<file path="src/rtl/camera_pkg.sv">
// Shared definitions for the camera capture path: geometry defaults, capture
// states and RGB565 -> RGB888 expansion (also used by VGA test patterns).
package camera_pkg;
  localparam int HPIXELS_DEF = 640;
  localparam int VPIXELS_DEF = 480;
  localparam int ADDR_W_DEF  = 20;

  // RGB565 field positions within {hi_byte, lo_byte}
  localparam int R_MSB = 15, R_LSB = 11;
  localparam int G_MSB = 10, G_LSB = 5;
  localparam int B_MSB = 4,  B_LSB = 0;

  typedef enum logic [1:0] {ST_SYNC, ST_IDLE, ST_LO, ST_HI} capture_state_e;

  typedef struct packed {
    logic [7:0] r;
    logic [7:0] g;
    logic [7:0] b;
  } rgb888_t;

  // MSB replication keeps full-scale inputs at full scale (0x1F -> 0xFF)
  function automatic rgb888_t rgb565_to_rgb888(input logic [15:0] p);
    rgb888_t c;
    c.r = {p[R_MSB:R_LSB], p[R_MSB -: 3]};
    c.g = {p[G_MSB:G_LSB], p[G_MSB -: 2]};
    c.b = {p[B_MSB:B_LSB], p[B_MSB -: 3]};
    return c;
  endfunction
endpackage

</file>
<file path="src/rtl/cam_edge_det.sv">
// Strobe-qualified edge detector: the history bit only advances on en cycles,
// so edges are seen between consecutive sampled values of the camera bus.
module cam_edge_det (
  input  logic clk,
  input  logic rst,
  input  logic en,
  input  logic d,
  output logic rise,
  output logic fall
);
  logic prev;

  always_ff @(posedge clk or posedge rst) begin
    if (rst)     prev <= 1'b0;
    else if (en) prev <= d;
  end

  assign rise = en &  d & ~prev;
  assign fall = en & ~d &  prev;
endmodule

</file>
<file path="src/rtl/camera_capture.sv">
// Camera byte-bus capture: pairs RGB565 bytes into RGB888 pixels, produces the
// linear frame-buffer address and frame-start pulse, and flags bad geometry.
module camera_capture
  import camera_pkg::*;
#(
  parameter int HPIXELS = HPIXELS_DEF,
  parameter int VPIXELS = VPIXELS_DEF,
  parameter int ADDR_W  = ADDR_W_DEF
) (
  input  logic              i_clk,
  input  logic              i_rst,
  input  logic              i_cam_pclk_en,
  input  logic              i_cam_vsync,
  input  logic              i_cam_href,
  input  logic [7:0]        i_cam_data,
  output logic [7:0]        o_red,
  output logic [7:0]        o_green,
  output logic [7:0]        o_blue,
  output logic [ADDR_W-1:0] o_address,
  output logic              o_valid,
  output logic              o_start_frame,
  output logic              o_frame_err
);
  localparam int COL_W = $clog2(HPIXELS + 1);
  localparam int ROW_W = $clog2(VPIXELS + 1);
  localparam logic [COL_W-1:0] H_MAX = COL_W'(HPIXELS);
  localparam logic [ROW_W-1:0] V_MAX = ROW_W'(VPIXELS);

  capture_state_e    state, state_nxt;
  logic [COL_W-1:0]  col, col_nxt;
  logic [ROW_W-1:0]  row, row_nxt;
  logic [ADDR_W-1:0] addr, addr_nxt;
  logic [7:0]        hi_byte, hi_nxt;
  logic              err_set, start_nxt, emit;
  logic [1:0]        sync_in, rise, fall;
  rgb888_t           px;

  // bit 0: vsync, bit 1: href
  assign sync_in = {i_cam_href, i_cam_vsync};

  for (genvar i = 0; i < 2; i++) begin : g_edge
    cam_edge_det u_det (
      .clk (i_clk),
      .rst (i_rst),
      .en  (i_cam_pclk_en),
      .d   (sync_in[i]),
      .rise(rise[i]),
      .fall(fall[i])
    );
  end

  assign px = rgb565_to_rgb888({hi_byte, i_cam_data});

  always_comb begin
    state_nxt = state;
    col_nxt   = col;
    row_nxt   = row;
    addr_nxt  = addr;
    hi_nxt    = hi_byte;
    err_set   = 1'b0;
    start_nxt = 1'b0;
    emit      = 1'b0;
    if (i_cam_pclk_en) begin
      if (fall[0]) begin
        // Frame restart wins; a coincident href rise becomes line 0
        start_nxt = 1'b1;
        err_set   = (state != ST_SYNC) && (row < V_MAX);
        col_nxt   = '0;
        row_nxt   = '0;
        addr_nxt  = '0;
        state_nxt = ST_IDLE;
        if (rise[1]) begin
          hi_nxt    = i_cam_data;
          state_nxt = ST_LO;
        end
      end else begin
        case (state)
          ST_IDLE: begin
            if (rise[1] && !i_cam_vsync) begin
              hi_nxt    = i_cam_data;
              state_nxt = ST_LO;
            end
          end
          ST_LO, ST_HI: begin
            if (i_cam_vsync) begin
              err_set   = 1'b1;
              col_nxt   = '0;
              state_nxt = ST_IDLE;
            end else if (i_cam_href) begin
              if (state == ST_HI) begin
                hi_nxt    = i_cam_data;
                state_nxt = ST_LO;
              end else begin
                state_nxt = ST_HI;
                // Out-of-window pixels are dropped without moving the address
                if (col >= H_MAX || row >= V_MAX) begin
                  err_set = 1'b1;
                end else begin
                  emit     = 1'b1;
                  col_nxt  = col + COL_W'(1);
                  addr_nxt = addr + ADDR_W'(1);
                end
              end
            end else begin
              err_set   = (state == ST_LO) || (col != H_MAX);
              if (col != '0 && row < V_MAX) row_nxt = row + ROW_W'(1);
              col_nxt   = '0;
              state_nxt = ST_IDLE;
            end
          end
          default: ;
        endcase
      end
    end
  end

  always_ff @(posedge i_clk or posedge i_rst) begin
    if (i_rst) begin
      state         <= ST_SYNC;
      col           <= '0;
      row           <= '0;
      addr          <= '0;
      hi_byte       <= '0;
      o_red         <= '0;
      o_green       <= '0;
      o_blue        <= '0;
      o_address     <= '0;
      o_valid       <= 1'b0;
      o_start_frame <= 1'b0;
      o_frame_err   <= 1'b0;
    end else begin
      state         <= state_nxt;
      col           <= col_nxt;
      row           <= row_nxt;
      addr          <= addr_nxt;
      hi_byte       <= hi_nxt;
      o_valid       <= emit;
      o_start_frame <= start_nxt;
      if (emit) begin
        o_red     <= px.r;
        o_green   <= px.g;
        o_blue    <= px.b;
        o_address <= addr;
      end
      // Error stays up through the start pulse cycle, then clears
      if (err_set)            o_frame_err <= 1'b1;
      else if (o_start_frame) o_frame_err <= 1'b0;
    end
  end
endmodule

</file>
<file path="config.mk">
export PLATFORM = sky130hd
export DESIGN_NAME = camera_capture
export DESIGN_NICKNAME = d
export VERILOG_FILES = /design/src/rtl/camera_pkg.sv /design/src/rtl/cam_edge_det.sv /design/src/rtl/camera_capture.sv
export SDC_FILE = /design/constraint.sdc
export NUM_CORES = 1
export LEC_CHECK = 0
export BUFFER_PORTS_ARGS = -buffer_cell sky130_fd_sc_hd__buf_2
export CORE_ASPECT_RATIO = 1.1
export CORE_UTILIZATION = 40
export CTS_CLUSTER_SIZE = 30
export DETAILED_ROUTE_END_ITERATION = 10
export PLACE_DENSITY = 0.65
export SYNTH_ARGS = -nofsm -noshare
export SYNTH_HDL_FRONTEND = slang
export SYNTH_SLANG_ARGS = --single-unit
</file>
<file path="constraint.sdc">
create_clock -name i_clk -period 6.1 [get_ports i_clk]
set_clock_uncertainty 0.05 [all_clocks]
set_input_delay 0.61 -clock i_clk [delete_from_list [all_inputs] [get_ports i_clk]]
set_output_delay 0.61 -clock i_clk [all_outputs]
set_load 0.02 [all_outputs]
</file>
==> flow_summary.toml, run 1 <==
[yosys]
yosysTopAreaCell = "dfrtp_1"
synth.area.top_cells = "dfrtp_1, mux2_2, nor2_1"
yosys-top-cells-count = "dfrtp_1, mux2_2, nor2_1, nand2_1, xor2_1"
synth_edf_count = 0
ys_seq_area_share_pct = 52.6
synth_seq_cells = 90
synthFlopType = "dfrtp_1"
yosys_warnings = 0
synthCells = 365
synth_fp_nets = 383
async_flop_share_pct = 100
post_synth_num_cell_types = 56
avgSynthCellArea_um2 = 11.7
syn_area_um2 = 4290
synth_most_common_cell = "dfrtp_1"
yosysTopAreaCellShare_pct = 52.6

[clock_tree]
hold_buffers = 0
clockBufferDepth = 2
cts_root_buf = "clkbuf_16"
cts_resized = 0
tritoncts = "built"
clk_pin_slew_ns = 0.06
clock_latency_ns = 0.34
cts_sinks = 90
htree_levels = 3
cts_setup_buffers = 0
cts_buffers = 9

[global_routing]
grt_pass1_vias = 2884
grt-ovfl-total = 0
grt_use_total_pct = 16.3
antenna_found_initial = 0
grt_max_degree = 53
grt_pass1_wl_um = 14300

[routing]
via_count = 2882
wl_per_cell_um = 14.7
vias_per_cell = 5.12
drc = 0
ant_nets = 0
first_pass_iters = 4
drt_wl_total_um = 8260
drt_iter0_drc = 118

[die]
rows = 39
ios = 60
die_w_um = 101
die_y_um = 111
start_util_pct = 41.2
die_area_um2 = 11100
core_um2 = 10400

[placed_design]
dp_hpwl_um = 5700
portBuffers = 59
gp_congestion = 0.776

[worst_hold_path]
holdCritPathClass = "in2async"

[sta]
rsz0062_at_grt = "false"
slew_violations = 0
fin_crit_sh_pct = 43.6
setup-tns-final_ns = 0
slew-limit-headroom_pct = 47.1
worst_pin_slew_ns = 0.792
setup_viol = 0
fmax_mhz = 376
min_period_ns = 2.66
hold_viol = 0

[run]
maxCapViolCount = 0

[pwr]
p_leak_nw = 2.33
p_per_area_nw_per_um2 = 351
peakVddDrop_mv = 0.158

[cells_and_area]
num_antenna_cells = 0
fin_util_pct = 47.1
syn_to_final_growth_pct = 14.3
drive_gt1_share_pct = 31.0
layout.nets = 435

[critical_path]
endpoint_kind = "register"
critPathMaxFanout = 32
max_stage_delay_ns = 0.43
path_class = "in2reg"
worst_r2r_startpoint = "state[1]"
critPathTopFamily = "buffers and inverters"
cp-startpoint = "i_cam_pclk_en"
cp_slowest_cell = "inv_2"
path_cells = "buf_2 > nand2_1 > or2_4 > inv_2 > nor2_2 > nand3_4 > inv_2 > mux2_4"
critPathLaunchType = "primary input"
crit_buf_inv = 3
worstPathRequired_ns = 6.27
r2r_setup_slack_ns = 3.60
worstPathArrival_ns = 2.82
cpMostUsedCell = "inv_2"

[outcome]
outcome = "finished clean"
[final timing paths]
kind	cells after the start	end
hold / removal	2	hi_byte[7]
setup reg to reg	5	o_address[17]
min in group i_clk	1	o_frame_err
setup / recovery	8	o_green[2]
max in group asynchronous	3	addr[5]
hold reg to reg	1	o_frame_err
[cells in the final DEF, fill, tap and decap left out, types with 6 or more instances in the layout]
cell type / instances
dfrtp_1: 90
buf_2: 59
and3_1: 11
nor2_1: 37
nor3_1: 6
nand4_1: 14
nand3_1: 12
a21oi_1: 8
inv_1: 7
xnor2_1: 13
clkbuf_16: 9
nor4_1: 6
nand2_1: 18
xor2_1: 15
mux2_2: 41
o21ai_0: 9
[logic make-up after synthesis]
group,count (synthesis),share of synthesized area [%]
multiplexers,45,12.0
flip-flops,90,52.6
AND/OR/NAND/NOR,132,17.8
buffers and inverters,29,4.23
AO/OA/AOI/OAI,36,6.19
adder cells (fa/ha/maj),5,1.46
XOR/XNOR,28,5.72
[per-stage QoR]
| stage | cells | instance area [µm²] | power [W] | setup slack (ns) | hold slack (ns) |
|---|---|---|---|---|---|
| floorplan | 365 | 4290 | 0.00112 | 3.10 | 0.424 |
| global placement | 549 | 4620 | 0.00120 | 3.15 | 0.402 |
| detailed placement | 549 | 4620 | 0.00121 | 3.05 | 0.405 |
| CTS | 563 | 4900 | 0.00174 | 3.41 | 0.318 |
| global route | 563 | 4900 | 0.00180 | 3.20 | 0.350 |
| finish | 563 | 4900 | 0.00172 | 3.44 | 0.296 |
[report_power, final]
| part | internal, W | total [W] | switching, W |
|---|---|---|---|
| Sequential | 0.000701 | 0.000776 | 0.0000752 |
| Combinational | 0.000172 | 0.000419 | 0.000247 |
| Clock | 0.000312 | 0.000527 | 0.000214 |
| Total | 0.00119 | 0.00172 | 0.000537 |
[worst register-to-register path, cell delays in order, from the launching register on]
cell and delay (ns):
dfrtp_1 0.53, nor2b_4 0.28, o211a_1 0.36, nand3_4 0.30, inv_2 0.46, mux2_2 0.40
[layer usage]
layer / up-vias / share of wire, % / global-route usage (%)
met4: 0 / 1.6 / 5.51
met1: 1432 / 46 / 21.8
met5: - / 0 / 0
met2: 43 / 50 / 26.3
met3: 12 / 2.9 / 3.48
li1: 1395 / - / -
[cell type report]
type                            instances  area, µm²
Multi-Input combinational cell        246       1850
Sequential cell                        90       2250
Tap cell                              143        179
Timing Repair Buffer                   60        303
Clock buffer                           11        233
Clock inverter                          3       42.5
Inverter                               10       38.8
Fill cell                             926       5490
[registers in the layout, summed over array words and instances (netlist names), 5 cells and up]
| signal | count |
|---|---|
| hi_byte | 8 |
| o_blue | 5 |
| o_address | 20 |
| o_red | 5 |
| addr | 20 |
| col | 10 |
| row | 9 |
| o_green | 6 |
(Power assumes the default switching activity.)
==> run 2, diff against run 1 <==
ABC_AREA = 1   (was default)
PLACE_DENSITY = 0.67   (was 0.65)
clock period = 2.2 ns   (was 6.1 ns; I/O delays follow)
==> run 2 against run 1 <==
Effect of this change:
- sequential share of layout area shrank 4.5 points
- count of clock-buffer cells in the layout grew 1
- core utilization shrank 0.052 points
- die area grew 11%
- critical path type is now reg2reg
- critical endpoint is now col[7]
- highest routed layer unchanged
==> flow_summary.toml, run 2 <==
[sta]
slew_violations = 0
hold_viol = 0
slew-limit-headroom_pct = 65.9
setup_viol = 0
min_period_ns = 1.92
fmax_mhz = 520
setup-tns-final_ns = 0
fin_crit_sh_pct = 87.4
fin_ws_ns = 0.278
rsz0062_at_grt = "false"
hold_slack_ns = 0.0931
worst_pin_slew_ns = 0.511

[critical_path]
worstPathArrival_ns = 2.10
worstPathRequired_ns = 2.38
critPathLaunchType = "register"
path_class = "reg2reg"
r2r_setup_slack_ns = 0.28
critPathMaxFanout = 13
rr_endpoint = "col[7]"
cp-startpoint = "row[7]"
reg2regPathDepth = 6
worst_r2r_startpoint = "row[7]"
endpoint_kind = "register"

[routing]
drc = 0
via_count = 3982
drt_iter0_drc = 189
ant_nets = 0
met3_wirelength_um = 340
vias_per_cell = 4.94
wl_per_cell_um = 12.4
top_layer_used = "met4"
wl_met1_um = 4600
first_pass_iters = 4
met2_length_um = 4880
drt_wl_total_um = 10000

[cells_and_area]
most-common-layout-cells = "nand2_1, dfrtp_1, inv_1, buf_2, nor2_1"
drive_gt1_share_pct = 17.8
num_antenna_cells = 0
final_common_cell = "nand2_1"
syn_to_final_growth_pct = 14.1
layout.nets = 669
fin_cells = 806
stdcell_area_um2 = 5440
largestRegisters = "addr: 20 flops, o_address: 20 flops, col: 10 flops"

[yosys]
synthFlopType = "dfrtp_1"
synth_seq_cells = 90
yosys-top-cells-count = "nand2_1, dfrtp_1, inv_1, nor2_1, nand3_1"
ys_seq_area_share_pct = 47.3
yosysTopAreaCell = "dfrtp_1"
yosysTopAreaCellShare_pct = 47.3
synthCells = 601
syn_area_um2 = 4760
synth.area.top_cells = "dfrtp_1, nand2_1, inv_1"
synth_edf_count = 0
synth_fp_nets = 619
synth_most_common_cell = "nand2_1"
yosys_warnings = 0
async_flop_share_pct = 100
post_synth_num_cell_types = 32
avgSynthCellArea_um2 = 7.93

[die]
die_y_um = 116
die_w_um = 106
ios = 60
start_util_pct = 41.3
rows = 41
core_um2 = 11500
die_area_um2 = 12300

[placed_design]
dpl_cell_area_um2 = 5100
pre_cts_ws_ns = 0.304
gp_congestion = 0.852
dp_cells = 789
portBuffers = 59
dp_hpwl_um = 7150

[run]
maxCapViolCount = 0

[pwr]
peakVddDrop_mv = 0.476
p_leak_nw = 2.78
p_per_area_nw_per_um2 = 956

[clock_tree]
cts_resized = 0
tritoncts = "built"
cts_setup_buffers = 0
clockBufferDepth = 2
clock_latency_ns = 0.35
clk_pin_slew_ns = 0.07
htree_levels = 3
cts_sinks = 90
cts_buffers = 9
cts_root_buf = "clkbuf_16"

[global_routing]
grt_max_degree = 52
grt-ovfl-total = 0
grt_use_total_pct = 17.6
antenna_found_initial = 0
grt_pass1_vias = 3793
grt_pass1_wl_um = 17400

[outcome]
outcome = "finished clean"

[worst_hold_path]
holdCritPathClass = "in2reg"
min_to = "hi_byte[3]"
hp-start = "i_cam_data[3]"
hold_path_depth = 3
run 2: cell count changes in the layout (fill, tap and decap cells not counted), sizes merged, moves of 5 or more:
cell	previous run	this run
nand2	18	206
buf	60	65
o21ai	10	65
inv	9	64
and3	11	0
nor2	38	50
and4	5	0
xor2	15	7
mux2	45	0
nor4	6	0
nand4	16	23
nand3	13	46
xnor2	13	0
run 2: critical path: stages, from the launching register on:
cell     delay (ns)
dfrtp_1        0.43
nand4_1        0.22
nand3_1        0.28
a21oi_2        0.52
inv_1          0.16
nand2_1        0.09
nand2_1        0.06
run 2: where the power goes:
group	switching (W)	internal, W
combinational	0.000869	0.000445
sequential	0.000240	0.00198
clock	0.000633	0.00103
run 2: per-stage QoR:
| stage | util [%] | power (W) |
|---|---|---|
| 6_report | 47.1 | 0.00520 |
| 5_1_grt | 47.1 | 0.00550 |
| 4_1_cts | 47.1 | 0.00525 |
| 3_5_place_dp | 44.2 | 0.00358 |
| 3_3_place_gp | 44.2 | 0.00354 |
| 2_1_floorplan | - | 0.00325 |
run 2: cells by family after synthesis:
family | after synthesis | share of synthesized area (%)
compound gates | 71 | 8.83
xor+xnor | 7 | 1.29
fa+ha+maj | 5 | 1.31
buf+inv | 92 | 9.46
flops | 90 | 47.3
simple gates | 336 | 31.8
run 2: cell type report:
cell class                      instances  area, µm²
Clock buffer                           12        246
Clock inverter                          4       75.1
Fill cell                            1093       6110
Inverter                               65        250
Multi-Input combinational cell        419       2060
Sequential cell                        90       2250
Tap cell                              150        188
Timing Repair Buffer                   66        363
run 2: timing repair:
item                       CTS  global route
setup endpoints to repair    0             0
hold buffers                 1             0
hold endpoints to repair    14             0
run 2: routing by layer:
layer,up-vias,global-route usage (%)
met3,19,2.51
met4,0,9.63
met1,1867,21.6
li1,2009,-
met2,87,30.2
met5,-,0
run 2: how the worst max path moves through the flow:
stage / end / cells after the start / slack [ns]
finish: col[7] / 6 / 0.28
global route: col[7] / 6 / 0.09
CTS: col[7] / 6 / 0.29
detailed placement: col[7] / 6 / 0.30
global placement: col[7] / 6 / 0.35
floorplan: addr[16] / 10 / 0.69
